## src/rtl/areg_wq_pkg.sv

```systemverilog
// Shared types and helpers for the accumulating register file write queue.
package areg_pkg;

   // Register file word width.
   localparam int unsigned BITNESS = 16;

   typedef logic [BITNESS-1:0] word_t;

   localparam logic OP_ADD = 1'b0;
   localparam logic OP_SET = 1'b1;

   typedef struct packed {
      logic        op;
      logic [3:0]  addr;
      word_t       val;
   } areg_req_t;

   // A write to entry a<8 also lands on a+8, so a reader of ra>=8 is
   // affected by writes to ra and to ra-8. Writes to a>=8 never touch
   // the low half.
   function automatic logic mirror_hit(input logic [3:0] a, input logic [3:0] ra);
      return (a == ra) || (ra[3] && (a == {1'b0, ra[2:0]}));
   endfunction

endpackage

```

## src/rtl/areg_req_fifo.sv

```systemverilog
// Synchronous request FIFO with flush and an entry-valid scan vector.
module areg_req_fifo
   import areg_pkg::*;
#(
   parameter int unsigned DEPTH = 4,
   parameter int unsigned CNTW  = $clog2(DEPTH) + 1
) (
   input  logic               clk,
   input  logic               rst_n,
   input  logic               push,
   input  areg_req_t          din,
   input  logic               pop,
   input  logic               flush,
   output areg_req_t          dout,
   output logic               full,
   output logic               empty,
   output logic [CNTW-1:0]    count,
   output logic [DEPTH-1:0]   ent_valid,
   output logic [4*DEPTH-1:0] ent_addr
);

   localparam int unsigned AW = CNTW - 1;

   logic [CNTW-1:0] wr_ptr;
   logic [CNTW-1:0] rd_ptr;
   areg_req_t       mem [DEPTH];
   logic            do_push;
   logic            do_pop;

   assign count   = wr_ptr - rd_ptr;
   assign full    = (count == CNTW'(DEPTH));
   assign empty   = (count == '0);
   assign do_push = push && !full && !flush;
   assign do_pop  = pop && !empty && !flush;
   assign dout    = mem[rd_ptr[AW-1:0]];

   // Pointer update; flush wins over any push or pop in the same cycle.
   always_ff @(posedge clk or negedge rst_n) begin
      if (!rst_n) begin
         wr_ptr <= '0;
         rd_ptr <= '0;
      end else if (flush) begin
         wr_ptr <= '0;
         rd_ptr <= '0;
      end else begin
         if (do_push) wr_ptr <= wr_ptr + 1'b1;
         if (do_pop)  rd_ptr <= rd_ptr + 1'b1;
      end
   end

   // Storage write at the tail.
   always_ff @(posedge clk) begin
      if (do_push) mem[wr_ptr[AW-1:0]] <= din;
   end

   // Slot g holds a live entry when its distance from the head is below
   // the occupancy; the subtraction wraps in the index width.
   for (genvar g = 0; g < DEPTH; g++) begin : g_scan
      logic [AW-1:0] off;
      assign off              = AW'(g) - rd_ptr[AW-1:0];
      assign ent_valid[g]     = ({1'b0, off} < count);
      assign ent_addr[4*g +: 4] = mem[g].addr;
   end

endmodule

```

## src/rtl/areg_wq.sv

```systemverilog
// Write-request queue and issue stage for the accumulating register file.
module areg_wq
   import areg_pkg::*;
#(
   parameter int unsigned DEPTH = 4,
   parameter int unsigned CNTW  = $clog2(DEPTH) + 1
) (
   input  logic               clk,
   input  logic               rst_n,
   input  logic               in_valid,
   output logic               in_ready,
   input  logic               in_set,
   input  logic [3:0]         in_addr,
   input  logic [BITNESS-1:0] in_val,
   input  logic               issue_en,
   input  logic               flush,
   output logic               w,
   output logic               y,
   output logic [3:0]         wa,
   output logic [BITNESS-1:0] wval,
   input  logic [3:0]         ra,
   output logic               ra_pend,
   output logic [CNTW-1:0]    count
);

   areg_req_t          req;
   areg_req_t          head;
   logic               full;
   logic               empty;
   logic               pop;
   logic [DEPTH-1:0]   ent_valid;
   logic [4*DEPTH-1:0] ent_addr;
   logic [DEPTH-1:0]   ent_hit;

   assign req      = '{op: in_set, addr: in_addr, val: in_val};
   assign in_ready = !full;
   assign pop      = !empty && issue_en && !flush;

   areg_req_fifo #(
      .DEPTH (DEPTH),
      .CNTW  (CNTW)
   ) u_fifo (
      .clk       (clk),
      .rst_n     (rst_n),
      .push      (in_valid && in_ready),
      .din       (req),
      .pop       (pop),
      .flush     (flush),
      .dout      (head),
      .full      (full),
      .empty     (empty),
      .count     (count),
      .ent_valid (ent_valid),
      .ent_addr  (ent_addr)
   );

   // Issue registers: strobe every edge, payload held between issues.
   always_ff @(posedge clk or negedge rst_n) begin
      if (!rst_n) begin
         w    <= 1'b0;
         y    <= 1'b0;
         wa   <= '0;
         wval <= '0;
      end else begin
         w <= pop;
         if (pop) begin
            y    <= head.op;
            wa   <= head.addr;
            wval <= head.val;
         end
      end
   end

   for (genvar g = 0; g < DEPTH; g++) begin : g_hit
      assign ent_hit[g] = ent_valid[g] && mirror_hit(ent_addr[4*g +: 4], ra);
   end

   // Hazard: any queued entry or the write currently on the port.
   always_comb begin
      ra_pend = (w && mirror_hit(wa, ra)) || (|ent_hit);
   end

endmodule

```

## config.mk

```make
export PLATFORM = sky130hd
export DESIGN_NAME = areg_wq
export DESIGN_NICKNAME = d
export VERILOG_FILES = /design/src/rtl/areg_wq_pkg.sv /design/src/rtl/areg_req_fifo.sv /design/src/rtl/areg_wq.sv
export SDC_FILE = /design/constraint.sdc
export NUM_CORES = 1
export LEC_CHECK = 0
export CAP_MARGIN = 30
export CELL_PAD_IN_SITES_DETAIL_PLACEMENT = 0
export CELL_PAD_IN_SITES_GLOBAL_PLACEMENT = 1
export CORE_ASPECT_RATIO = 1.4
export CORE_MARGIN = 4
export CORE_UTILIZATION = 28
export CTS_CLUSTER_DIAMETER = 40
export CTS_CLUSTER_SIZE = 30
export DETAILED_ROUTE_END_ITERATION = 10
export GPL_ROUTABILITY_DRIVEN = 0
export GPL_TIMING_DRIVEN = 0
export PLACE_DENSITY_LB_ADDON = 0.1
export SLEW_MARGIN = 40
export SYNTH_ARGS = -nofsm -noshare
export SYNTH_HDL_FRONTEND = slang
export SYNTH_SLANG_ARGS = --single-unit
```

## constraint.sdc

```tcl
create_clock -name clk -period 6 [get_ports clk]
set_input_delay 0.9 -clock clk [delete_from_list [all_inputs] [get_ports clk]]
set_output_delay 0.9 -clock clk [all_outputs]
set_load 0.02 [all_outputs]
```

==> impl_metrics.env <==
export IMPL_switchingPower_w=0.000835
export IMPL_grt_util_all_layers=0.109
export IMPL_routed_wl_um=9850
export IMPL_crit_family="buffers and inverters"
export IMPL_insertedDiodeCount=0
export IMPL_max_slew_worst_pin_slew_ns=0.757
export IMPL_antenna_found_initial=0
export IMPL_synth_area_sq_um=4720
export IMPL_vdd_drop_max_uv=137
export IMPL_power_w=0.00261
export IMPL_p_leak_nw=2.09
export IMPL_synth_distinct_cells=26
export IMPL_hold_violations=0
export IMPL_std_cell_rows=55
export IMPL_synth_seq_area_share=0.683
export IMPL_yosys_top_cells_area="edfxtp_1 (53%), dfrtp_1 (15%), mux4_2 (10%)"
export IMPL_min_period_ns=4.84
export IMPL_syn_to_final_growth_pct=22.7
export IMPL_rsz0062_at_grt="no"
export IMPL_cts_path_max_buffers=2
export IMPL_hold_class="in2async"
export IMPL_io_pins=57
export IMPL_clkPwrFrac=0.224
export IMPL_nNetsFinal=358
export IMPL_cts_hold_buf=0
export IMPL_die_w_um=118
export IMPL_vias=2333
export IMPL_hpwl_um=6390
export IMPL_synth_seq_cells=112
export IMPL_cp_end_kind="output pin"
export IMPL_ys_warn_count=0
export IMPL_critPathMaxStageDelay_ns=0.68
export IMPL_setup_viol=0
export IMPL_cp_buffers_inverters=4
export IMPL_max_freq_ghz=0.206
export IMPL_overflow=0
export IMPL_die_area_sq_um=19000
export IMPL_synth_top_area_share=0.534
export IMPL_power_density_nw_per_um2=451
export IMPL_yosys_area_top_type="edfxtp_1"
export IMPL_crit_path_max_fanout=10
export IMPL_crit_required_ns=5.10
export IMPL_status="finished clean"
export IMPL_core_sq_um=16400
export IMPL_drt_vias_per_instance=4.50
export IMPL_cp_data_arrival_time_ns=3.94
export IMPL_final_setup_tns_ns=0
export IMPL_reg2reg_depth=8
export IMPL_cts_buffers=9
export IMPL_synth_common_cells="edfxtp_1 (84), dfrtp_1 (28), mux4_2 (21)"
export IMPL_skew_ns=0.00793
export IMPL_synth_fp_nets=294
export IMPL_cp_num_cells=10
export IMPL_swShare=0.319
export IMPL_root_buffer="clkbuf_16"
export IMPL_postLayoutCoreUtil=0.354
export IMPL_final_instance_count_excl_fill=518
export IMPL_cts_resized=0
export IMPL_drv_slew=0
export IMPL_first_pass_iters=4
export IMPL_crit_type="reg2out"
export IMPL_wl_per_cell_um=19.0
export IMPL_dpl_cell_area_sq_um=5510
export IMPL_cts_sink_count=112
export IMPL_io_buffers=52
export IMPL_design_area_sq_um=5800
export IMPL_avgSynthCellArea_sq_um=18.9
export IMPL_cp_cell_sequence="clkbuf_1 -> inv_1 -> fa_1 -> inv_1 -> ha_1 -> a21oi_1 -> o21ai_0 -> and3_1 -> nand3_1 -> clkdlybuf4s50_1"
export IMPL_htreeDepth=3
export IMPL_synthFlopType="edfxtp_1"
export IMPL_final_period_utilization=0.807
export IMPL_cts_tree="yes"
export IMPL_dpl_cell_count=502
export IMPL_die_h_um=162
export IMPL_startpoint_type="flop"
export IMPL_grt_max_degree=22
export IMPL_grt_first_pass_wirelength_um=15400
export IMPL_synth_edf_count=84
export IMPL_grt_pass1_vias=2636
export IMPL_startpoint="u_fifo.rd_ptr[1]"
export IMPL_cts_clk_slew_worst_paths_ns=0.08
export IMPL_synth_cells=250
export IMPL_combPwrFrac=0.370
export IMPL_yosysMostFrequentCell="edfxtp_1"
export IMPL_drtIter0Drc=105
export IMPL_maxCapViolations=0
export IMPL_drc=0
export IMPL_antenna_left=0
export IMPL_slowest_stage="fa_1"
export IMPL_drive_gt1_frac=0.219
export IMPL_r2r_start="u_fifo.rd_ptr[1]"
export IMPL_post_cts_buffers=0
export IMPL_crit_top_cell="inv_1"
export IMPL_slew_headroom=0.495
export IMPL_async_reset_ff_frac=0.250
export IMPL_p_seq_frac=0.406
export IMPL_clock_latency_ns=0.35
export IMPL_initial_core_util=0.288
export IMPL_internal_power_w=0.00178
## per-layer routing
layer | global-route usage | vias to the layer above | wire (um)
met1 | 0.128 | 1198 | 4050
li1 | - | 1079 | -
met4 | 0.0453 | 0 | 209
met2 | 0.193 | 43 | 5270
met5 | 0 | - | 0
met3 | 0.0258 | 13 | 318
## final cells by class
type	count	area, sq um
inverter	13	48.8
tap	199	249
clock inverter	6	57.6
buffer	11	83.8
clock buffer	10	229
timing repair buffer	53	531
multi-input combinational	114	1370
fill	1603	10600
sequential	112	3220
## power by group through the flow
stage | combinational (W) | sequential, W | clock (W)
2_1_floorplan | 0.000543 | 0.00115 | 0
3_3_place_gp | 0.000980 | 0.00108 | 0
3_5_place_dp | 0.000987 | 0.00108 | 0
4_1_cts | 0.000989 | 0.00107 | 0.000605
5_1_grt | 0.00105 | 0.00108 | 0.000641
6_report | 0.000967 | 0.00106 | 0.000585
## worst register-to-register path, stage by stage, from the launching register on
cell and delay (ns):
dfrtp_1 0.53, clkbuf_1 0.56, inv_1 0.23, fa_1 0.47
xnor3_2 0.49, nand3_1 0.19, nand2_1 0.13, nor2_1 0.18
and2_2 0.64
## final timing paths
path	slack, ns	end
min in group clk	0.52	wval[6]
worst min register to register	0.52	wval[6]
worst max-delay path	1.16	ra_pend
worst min-delay path	0.52	wval[15]
max in group asynchronous	4.99	wa[1]
worst max register to register	2.19	u_fifo.mem[3][4]
## cells in the final DEF, fill, tap and decap left out, types with 5 or more instances in the layout
master and n:
clkdlybuf4s50_1 51, inv_1 13, mux4_2 21, mux2_4 19
edfxtp_1 84, xor2_1 14, ha_1 13, nor2_1 10
clkbuf_1 7, a21oi_1 6, xnor2_1 5, dfrtp_1 28
clkbuf_16 9
## logic make-up (layout without fill, tap and decap cells)
logic type | count (synthesis) | count (layout) | synth area share
simple gates | 23 | 23 | 0.0231
flops | 112 | 112 | 0.683
mux | 42 | 42 | 0.165
compound gates | 15 | 15 | 0.0225
xor+xnor | 20 | 20 | 0.0403
buf+inv | 24 | 93 | 0.0276
fa+ha+maj | 14 | 14 | 0.0387
## state kept, by name, summed over array words and instances, names as in the netlist
| name | flops |
|---|---|
| u_fifo.wr_ptr | 3 |
| w | 1 |
| y | 1 |
| wa | 4 |
| u_fifo.mem | 84 |
| wval | 16 |
| u_fifo.rd_ptr | 3 |
## stage by stage
stage               worst slack (ns)  hold WS [ns]
finish                          1.16         0.519
global placement                1.47         0.500
global route                   0.863         0.534
detailed placement              1.46         0.500
floorplan                       2.40         0.521
CTS                             1.08         0.523
Power figures use the tool's default switching activity.
